==> src/rtl/seven_seg_scan_if.sv <==
// Display bus for seven_seg_scan: BCD digit/blink inputs toward the driver, anode/segment pins back out.
interface seven_seg_scan_if;
  logic [3:0] TimeTens;
  logic [3:0] TimeOnes;
  logic [3:0] ScoreTens;
  logic [3:0] ScoreOnes;
  logic       Blink;
  logic [3:0] An;
  logic [6:0] Seg;
  logic       Dp;

  modport master (
    output TimeTens, TimeOnes, ScoreTens, ScoreOnes, Blink,
    input  An, Seg, Dp
  );

  modport slave (
    input  TimeTens, TimeOnes, ScoreTens, ScoreOnes, Blink,
    output An, Seg, Dp
  );
endinterface

==> src/rtl/seven_seg_scan.sv <==
// Four-digit multiplexed seven-segment driver with per-frame input snapshot and game-over blink.
// Optional LEADING_ZERO_BLANK_EN blanks zero tens digits of time and score.
module seven_seg_scan #(
  parameter int unsigned REFRESH_DIV  = 100000,
  parameter int unsigned BLINK_FRAMES = 125
) (
  input logic          Clk,
  input logic          Rst,
  seven_seg_scan_if.slave bus
);

  localparam int unsigned RC_W = (REFRESH_DIV > 2) ? $clog2(REFRESH_DIV) : 1;
  localparam int unsigned FC_W = (BLINK_FRAMES > 2) ? $clog2(BLINK_FRAMES) : 1;
  localparam logic [3:0]  BLANK_CODE = 4'hA;

  typedef enum logic {ST_ON, ST_OFF} blink_st_e;

  logic [RC_W-1:0] rc_q, rc_d;
  logic [1:0]      idx_q, idx_d;
  logic [FC_W-1:0] fc_q, fc_d;
  blink_st_e       st_q, st_d;
  logic [3:0]      tt_q, tt_d, to_q, to_d, st_snap_q, st_snap_d, so_q, so_d;
  logic [3:0]      an_q, an_d;
  logic [6:0]      seg_q, seg_d;
  logic            dp_q, dp_d;

  logic            digit_end_c;
  logic            frame_end_c;
  logic [3:0]      code_c;
  logic            blank_c;

  // Active-low gfedcba glyph; 15 is a dash, other non-decimal codes are blank.
  function automatic logic [6:0] glyph(input logic [3:0] d);
    case (d)
      4'd0:    glyph = 7'b1000000;
      4'd1:    glyph = 7'b1111001;
      4'd2:    glyph = 7'b0100100;
      4'd3:    glyph = 7'b0110000;
      4'd4:    glyph = 7'b0011001;
      4'd5:    glyph = 7'b0010010;
      4'd6:    glyph = 7'b0000010;
      4'd7:    glyph = 7'b1111000;
      4'd8:    glyph = 7'b0000000;
      4'd9:    glyph = 7'b0010000;
      4'd15:   glyph = 7'b0111111;
      default: glyph = 7'b1111111;
    endcase
  endfunction

  always_comb begin
    rc_d      = rc_q + RC_W'(1);
    idx_d     = idx_q;
    fc_d      = fc_q;
    st_d      = st_q;
    tt_d      = tt_q;
    to_d      = to_q;
    st_snap_d = st_snap_q;
    so_d      = so_q;
    code_c    = so_q;
    blank_c   = 1'b0;
    an_d      = 4'b1111;

    digit_end_c = (rc_q == RC_W'(REFRESH_DIV - 1));
    frame_end_c = digit_end_c && (idx_q == 2'd3);

    if (digit_end_c) begin
      rc_d  = '0;
      idx_d = idx_q + 2'd1;
    end

    // Snapshot on the frame boundary so a frame never mixes old and new digits.
    if (frame_end_c) begin
      tt_d      = bus.TimeTens;
      to_d      = bus.TimeOnes;
      st_snap_d = bus.ScoreTens;
      so_d      = bus.ScoreOnes;
    end

    if (!bus.Blink) begin
      st_d = ST_ON;
      fc_d = '0;
    end else if (frame_end_c) begin
      if (fc_q == FC_W'(BLINK_FRAMES - 1)) begin
        fc_d = '0;
        st_d = (st_q == ST_ON) ? ST_OFF : ST_ON;
      end else begin
        fc_d = fc_q + FC_W'(1);
      end
    end

    case (idx_q)
      2'd0: begin code_c = so_q;      an_d = 4'b1110; end
      2'd1: begin code_c = st_snap_q; an_d = 4'b1101; end
      2'd2: begin code_c = to_q;      an_d = 4'b1011; end
      default: begin code_c = tt_q;   an_d = 4'b0111; end
    endcase

`ifdef LEADING_ZERO_BLANK_EN
    blank_c = ((idx_q == 2'd3) || (idx_q == 2'd1)) && (code_c == 4'd0);
`else
    blank_c = 1'b0;
`endif

    seg_d = blank_c ? 7'b1111111 : glyph(code_c);
    dp_d  = (idx_q != 2'd2);

    // Dropping Blink re-enables the anodes at once, without waiting for the FSM.
    if ((st_q == ST_OFF) && bus.Blink) an_d = 4'b1111;
  end

  always_ff @(posedge Clk or posedge Rst) begin
    if (Rst) begin
      rc_q      <= '0;
      idx_q     <= '0;
      fc_q      <= '0;
      st_q      <= ST_ON;
      tt_q      <= BLANK_CODE;
      to_q      <= BLANK_CODE;
      st_snap_q <= BLANK_CODE;
      so_q      <= BLANK_CODE;
      an_q      <= 4'b1111;
      seg_q     <= 7'b1111111;
      dp_q      <= 1'b1;
    end else begin
      rc_q      <= rc_d;
      idx_q     <= idx_d;
      fc_q      <= fc_d;
      st_q      <= st_d;
      tt_q      <= tt_d;
      to_q      <= to_d;
      st_snap_q <= st_snap_d;
      so_q      <= so_d;
      an_q      <= an_d;
      seg_q     <= seg_d;
      dp_q      <= dp_d;
    end
  end

  assign bus.An  = an_q;
  assign bus.Seg = seg_q;
  assign bus.Dp  = dp_q;

endmodule

==> src/flat_wrapper.sv <==
// flat-port wrapper written by rule: the top's interface ports become plain ports
module seven_seg_scan_flat 
#(
  parameter int unsigned REFRESH_DIV  = 100000,
  parameter int unsigned BLINK_FRAMES = 125
)
  (Clk, Rst, bus_TimeTens, bus_TimeOnes, bus_ScoreTens, bus_ScoreOnes, bus_Blink, bus_An, bus_Seg, bus_Dp);
  seven_seg_scan_if bus_i ();
  input logic Clk;
  input logic Rst;
  input wire logic [$bits(bus_i.TimeTens)-1:0] bus_TimeTens;
  input wire logic [$bits(bus_i.TimeOnes)-1:0] bus_TimeOnes;
  input wire logic [$bits(bus_i.ScoreTens)-1:0] bus_ScoreTens;
  input wire logic [$bits(bus_i.ScoreOnes)-1:0] bus_ScoreOnes;
  input wire logic [$bits(bus_i.Blink)-1:0] bus_Blink;
  output wire logic [$bits(bus_i.An)-1:0] bus_An;
  output wire logic [$bits(bus_i.Seg)-1:0] bus_Seg;
  output wire logic [$bits(bus_i.Dp)-1:0] bus_Dp;
  assign bus_i.TimeTens = bus_TimeTens;
  assign bus_i.TimeOnes = bus_TimeOnes;
  assign bus_i.ScoreTens = bus_ScoreTens;
  assign bus_i.ScoreOnes = bus_ScoreOnes;
  assign bus_i.Blink = bus_Blink;
  assign bus_An = bus_i.An;
  assign bus_Seg = bus_i.Seg;
  assign bus_Dp = bus_i.Dp;
  seven_seg_scan #(.REFRESH_DIV(REFRESH_DIV), .BLINK_FRAMES(BLINK_FRAMES)) u_core (.Clk(Clk), .Rst(Rst), .bus(bus_i));
endmodule
==> config.mk <==
export PLATFORM = sky130hd
export DESIGN_NAME = seven_seg_scan_flat
export DESIGN_NICKNAME = d
export VERILOG_FILES = /design/src/rtl/seven_seg_scan_if.sv /design/src/rtl/seven_seg_scan.sv /design/src/flat_wrapper.sv
export SDC_FILE = /design/constraint.sdc
export NUM_CORES = 1
export LEC_CHECK = 0
export CORE_MARGIN = 5
export CORE_UTILIZATION = 45
export DETAILED_ROUTE_END_ITERATION = 8
export DONT_BUFFER_PORTS = 1
export PLACE_DENSITY = 0.65
export SLEW_MARGIN = 0
export SYNTH_ARGS = -nofsm -noshare
export SYNTH_HDL_FRONTEND = slang
export SYNTH_SLANG_ARGS = --single-unit
==> constraint.sdc <==
create_clock -name Clk -period 3.71 [get_ports Clk]
set_input_delay 0.742 -clock Clk [delete_from_list [all_inputs] [get_ports Clk]]
set_output_delay 0.742 -clock Clk [all_outputs]
set_load 0.05 [all_outputs]
After elaboration in Yosys (flattened, before gate mapping)
Memories as Yosys holds them, arrays and structs flattened. A register that Yosys moved wholly into a read port is not among the register bits.
Index checks and enable logic that the tools add are counted.
- register bits: 48
- memory bits (read-only): 112
- word-level logic and storage cells: 37
- memories: 1
- memory list (name ; depth ; bits a word ; read ports ; clocked after Yosys merged registers in ; write ports ; line ; source):
    (name not given) ; 16 ; 7 ; 1 ; 1 ; 0 ; seven_seg_scan.sv:34 ; case (d)
- $add $sub $neg: 3
- equal/unequal tests: 8
- muxes and demuxes: 11
- reduce and logical (&&, ||, !) cells: 4
- operators by type and width (cell ; count):
    $pmux 4 s3 ; 2
    $mux 7 ; 3
    $add 17x1->17 const B ; 1
    $eq 17x17->1 const B ; 1
    $mux 17 ; 1
    $add 7x1->7 const B ; 1
    $eq 7x7->1 const B ; 1
    $eq 2x2->1 const B ; 2
    $mux 1 ; 4
    $mux 4 ; 1
    $ne 2x1->1 const B ; 2
    $add 2x1->2 const B ; 1
    $eq 2x1->1 const B ; 1
    $logic_and 1x1->1 ; 2
    $logic_not 2->1 ; 1
    $ne 2x2->1 const B ; 1
    $reduce_and 2->1 ; 1

Longest topological paths before layout
- depth after elaboration: 4
- mapped depth: 8
- depth with buffers taken out: 8

Worst setup path before layout
Ideal clock, no wire load.
- path type: flip-flop to flip-flop
- from: reg u_core.idx_q[0]
- to: reg u_core.seg_q[6] (netlist: u_core.bus.Seg[6])
- setup time: 0.088 ns
- arrival time: 1.806 ns
- required time: 3.622 ns
- slack: 1.816 ns
- stages on the path, launching flop included: 9
- buffers on the path: 0
- clock period less this slack: 1.894 ns
- path through: dfrtp_1 > inv_1 > ha_1 > a222oi_1 > mux2_2 > inv_1 > ha_1 > nor3_1 > nor4_1
- cells in the longest elaborated chain, start to end: 2
- elaborated cells on any way between the ends: 4
- those cells by class: 2 x eq/ne; 1 x mux; 1 x reduce/logical
- RTL lines (item ; line ; source):
    start: declaration ; seven_seg_scan.sv:19 ; logic [1:0] idx_q, idx_d;
    start signal: assignment ; seven_seg_scan.sv:126 ; idx_q <= idx_d;
    $eq 2x2->1, or another cell as far along ; seven_seg_scan.sv:91 ; case (idx_q)
    $pmux 4 s3 * ; seven_seg_scan.sv:91 ;
    end: declaration ; seven_seg_scan.sv:24 ; logic [6:0] seg_q, seg_d;
Mark *: on every way between the ends. The rest lies on a longest branch, timed or not.
A chain may end at the register's enable or synchronous reset.

Worst setup path after layout
Ends and elaborated chain as after synthesis.

==> metrics.txt <==
setup TNS 0 ns; R2R depth 8; Hold Fails Final Rpt 0; Detail Route met2 WL 2090 µm; total track usage 14.0%; Slew Viols, Final 0; max-cap violation count 0; fill cell count 527; Clock Sink Count 55; VDD IR max 0.228 mV; CP Cell Sequence inv_1 > ha_1 > a222oi_1 > mux2_2 > inv_1 > ha_1 > nor3_1 > nor4_1; antenna-violating nets left 0; Net Count, Synth 259; Finished Layout Cells 308; synth warn 0; Ports 31; Die Span X 86.6 µm; Post-DP Area 2720 µm²; combinational power share 3.9%; Worst slew margin 61.3%; final routed DRC violation total 0; layout cells sized above 1 20.3%; switch share 22.3%; placeable core region 5610 µm²; clk_lat worst skew 0.30 ns; # setup viols final 0; final WL 4760 µm; syn_area_per_cell 11.4 µm²; Final Cell Area 2820 µm²; Post-synth top flop dfrtp_1; Yosys reg bits 55; CTS tree built; CP max-delay cell a222oi_1; placed insts 300; cell count after synthesis 231; Pleak 1.14 nW; Largest stage delay, worst path 0.42 ns; Die ar. 7500 µm²; unrepaired setup endpoints after global routing false; Ant. Diodes 0; Startpoint Class register; Total Power 1.08 mW; Worst R2R End u_core.bus.Seg[6]; initial drt markers 81; post-synthesis instance area 2640 µm²; antenna violations before repair 0; Seq pwr share 60.5%; leading cell types in the layout, fill and taps excluded dfrtp_1, dfstp_2, nand2_1; DR WL met3 275 µm; power per cell area 384 nW/µm²; Worst Clk Skew 0.00598 ns; status complete, no violations; Via Count 1699; CP Capture Type register; Port Buffers 0; sequential share of the synthesized area 53.1%; Worst Max-Slew Pin Slew 0.580 ns; Pre-Repair DR Iteration Count 4; Final min period 2.23 ns; CTS root buf clkbuf_8; cts repair resizes 0; H-tree depth 2; grt ovf 0; final period utilization 60.1%; Longest Clk Path Bufs 2; Crit path arrival time 2.46 ns; power share of the clock group 35.6%; reg-to-reg startpoint u_core.idx_q[0]; Post-synth EDFFs 0; Sw Pwr 0.242 mW; largest net degree at the start of global routing 29; hold-fix buffers at CTS 0; number of global-route vias before repair 1769; DR WL/cell 15.4 µm; Worst R2R Setup Slack 1.48 ns; Critical Path RT 3.94 ns; HPWL after DPL 3470 µm; family with the most delay on the worst path adder cells; P_int 0.842 mW; WL met1 2330 µm; clk slew on worst S/H paths 0.09 ns; post-synthesis cell type count 48; first-pass GRT wire length 8380 µm; Die H 86.6 µm; row count 27; synthesis-to-finish area growth 6.97%; asr flop ratio synth 100%; most common cell after layout, fill and taps aside dfrtp_1; Hold WC Path Type input port to async pin; Max FO, Critical Path 5; f_max 449 MHz; Initial Util 47.1%; Final #Nets 263; CTS buffer count 5; CP Class register to register; setup bufs post-CTS 0; Max Used Layer met4; vias per inst 5.52; gpl congestion 0.764; Bufs and invs on worst path 2
==> per-layer routing <==
metal	global-route usage, %	vias to the layer above
met5	0	-
met4	4.67	0
met3	3.52	5
met2	20.8	32
met1	20.0	831
li1	-	831
==> through the flow <==
stage	hold slack [ns]	util, %	setup slack, ns
6_report	0.372	50.3	1.48
2_1_floorplan	0.439	-	1.66
3_5_place_dp	0.475	48.4	1.53
3_3_place_gp	0.467	48.4	1.51
4_1_cts	0.372	50.3	1.50
5_1_grt	0.418	50.3	1.33
==> worst reg2reg max path: cells and delay by family, from the launching register on <==
kind	cells	cell delay [ns]
buffers and inverters	2	0.18
and+or+nand+nor	2	0.37
muxes	1	0.29
DFF	1	0.41
AOI/OAI and AO/OA	1	0.42
adders and majority gates	2	0.47
==> how the worst max path moves through the flow <==
stage / startpoint / endpoint / slack, ns / cells past startpoint
floorplan: Rst / u_core.fc_q[0] / 1.66 / 1
global placement: u_core.idx_q[0] / u_core.bus.Seg[6] / 1.51 / 8
detailed placement: u_core.idx_q[0] / u_core.bus.Seg[6] / 1.53 / 8
CTS: u_core.idx_q[0] / u_core.bus.Seg[6] / 1.50 / 8
global route: u_core.idx_q[0] / u_core.bus.Seg[6] / 1.33 / 8
finish: u_core.idx_q[0] / u_core.bus.Seg[6] / 1.48 / 8
==> layout make-up <==
class                      count  area, µm²  share of cell area [%]
clock inverter                 1       30.0                    1.06
sequential                    55       1400                    49.6
multi-input combinational    155       1150                    40.9
inverter                      17       63.8                    2.26
timing repair buffer           1       7.51                   0.266
tap                           72       90.1                    3.19
clock buffer                   7       76.3                    2.70
==> cell usage after synthesis, types with 3 or more instances <==
| cell type | count | area (µm²) |
|---|---|---|
| o21ai_0 | 6 | 30.0 |
| nor3_1 | 8 | 40.0 |
| dfrtp_1 | 35 | 876 |
| mux2_1 | 10 | 113 |
| nor2_1 | 13 | 48.8 |
| a222oi_1 | 4 | 40.0 |
| nor4_1 | 5 | 31.3 |
| nand3_1 | 11 | 55.1 |
| inv_1 | 17 | 63.8 |
| mux2_2 | 10 | 113 |
| nand2_1 | 17 | 63.8 |
| mux2i_1 | 5 | 50.1 |
| dfstp_2 | 20 | 526 |
| a21oi_1 | 6 | 30.0 |
| xor2_1 | 4 | 35.0 |
| ha_1 | 9 | 113 |
| nand4_1 | 3 | 18.8 |
| xnor2_1 | 10 | 87.6 |
==> power groups by stage <==
stage	Combinational (mW)	Clock (mW)	Sequential, mW
floorplan	0.0350	0	0.665
global placement	0.0424	0	0.667
detailed placement	0.0434	0	0.667
CTS	0.0435	0.401	0.656
global route	0.0504	0.428	0.658
finish	0.0424	0.386	0.656
==> flip-flops by register name, summed over array words and instances, names as in the netlist <==
register / flops
u_core.rc_q: 17
u_core.bus.Seg: 7
u_core.fc_q: 7
u_core.bus.An: 4
u_core.so_q: 4
u_core.st_snap_q: 4
u_core.to_q: 4
u_core.tt_q: 4
u_core.idx_q: 2
u_core.bus.Dp: 1
u_core.st_q: 1
==> logic make-up after synthesis <==
group / count (synthesis) / synth area share (%)
and+or+nand+nor: 77 / 16.2
DFF: 55 / 53.1
xor gates and xnor gates: 14 / 4.65
AOI/OAI and AO/OA: 30 / 8.16
buffers and inverters: 21 / 3.18
adders and majority gates: 9 / 4.27
muxes: 25 / 10.4
Note: power is estimated with default switching activity, not from simulation.
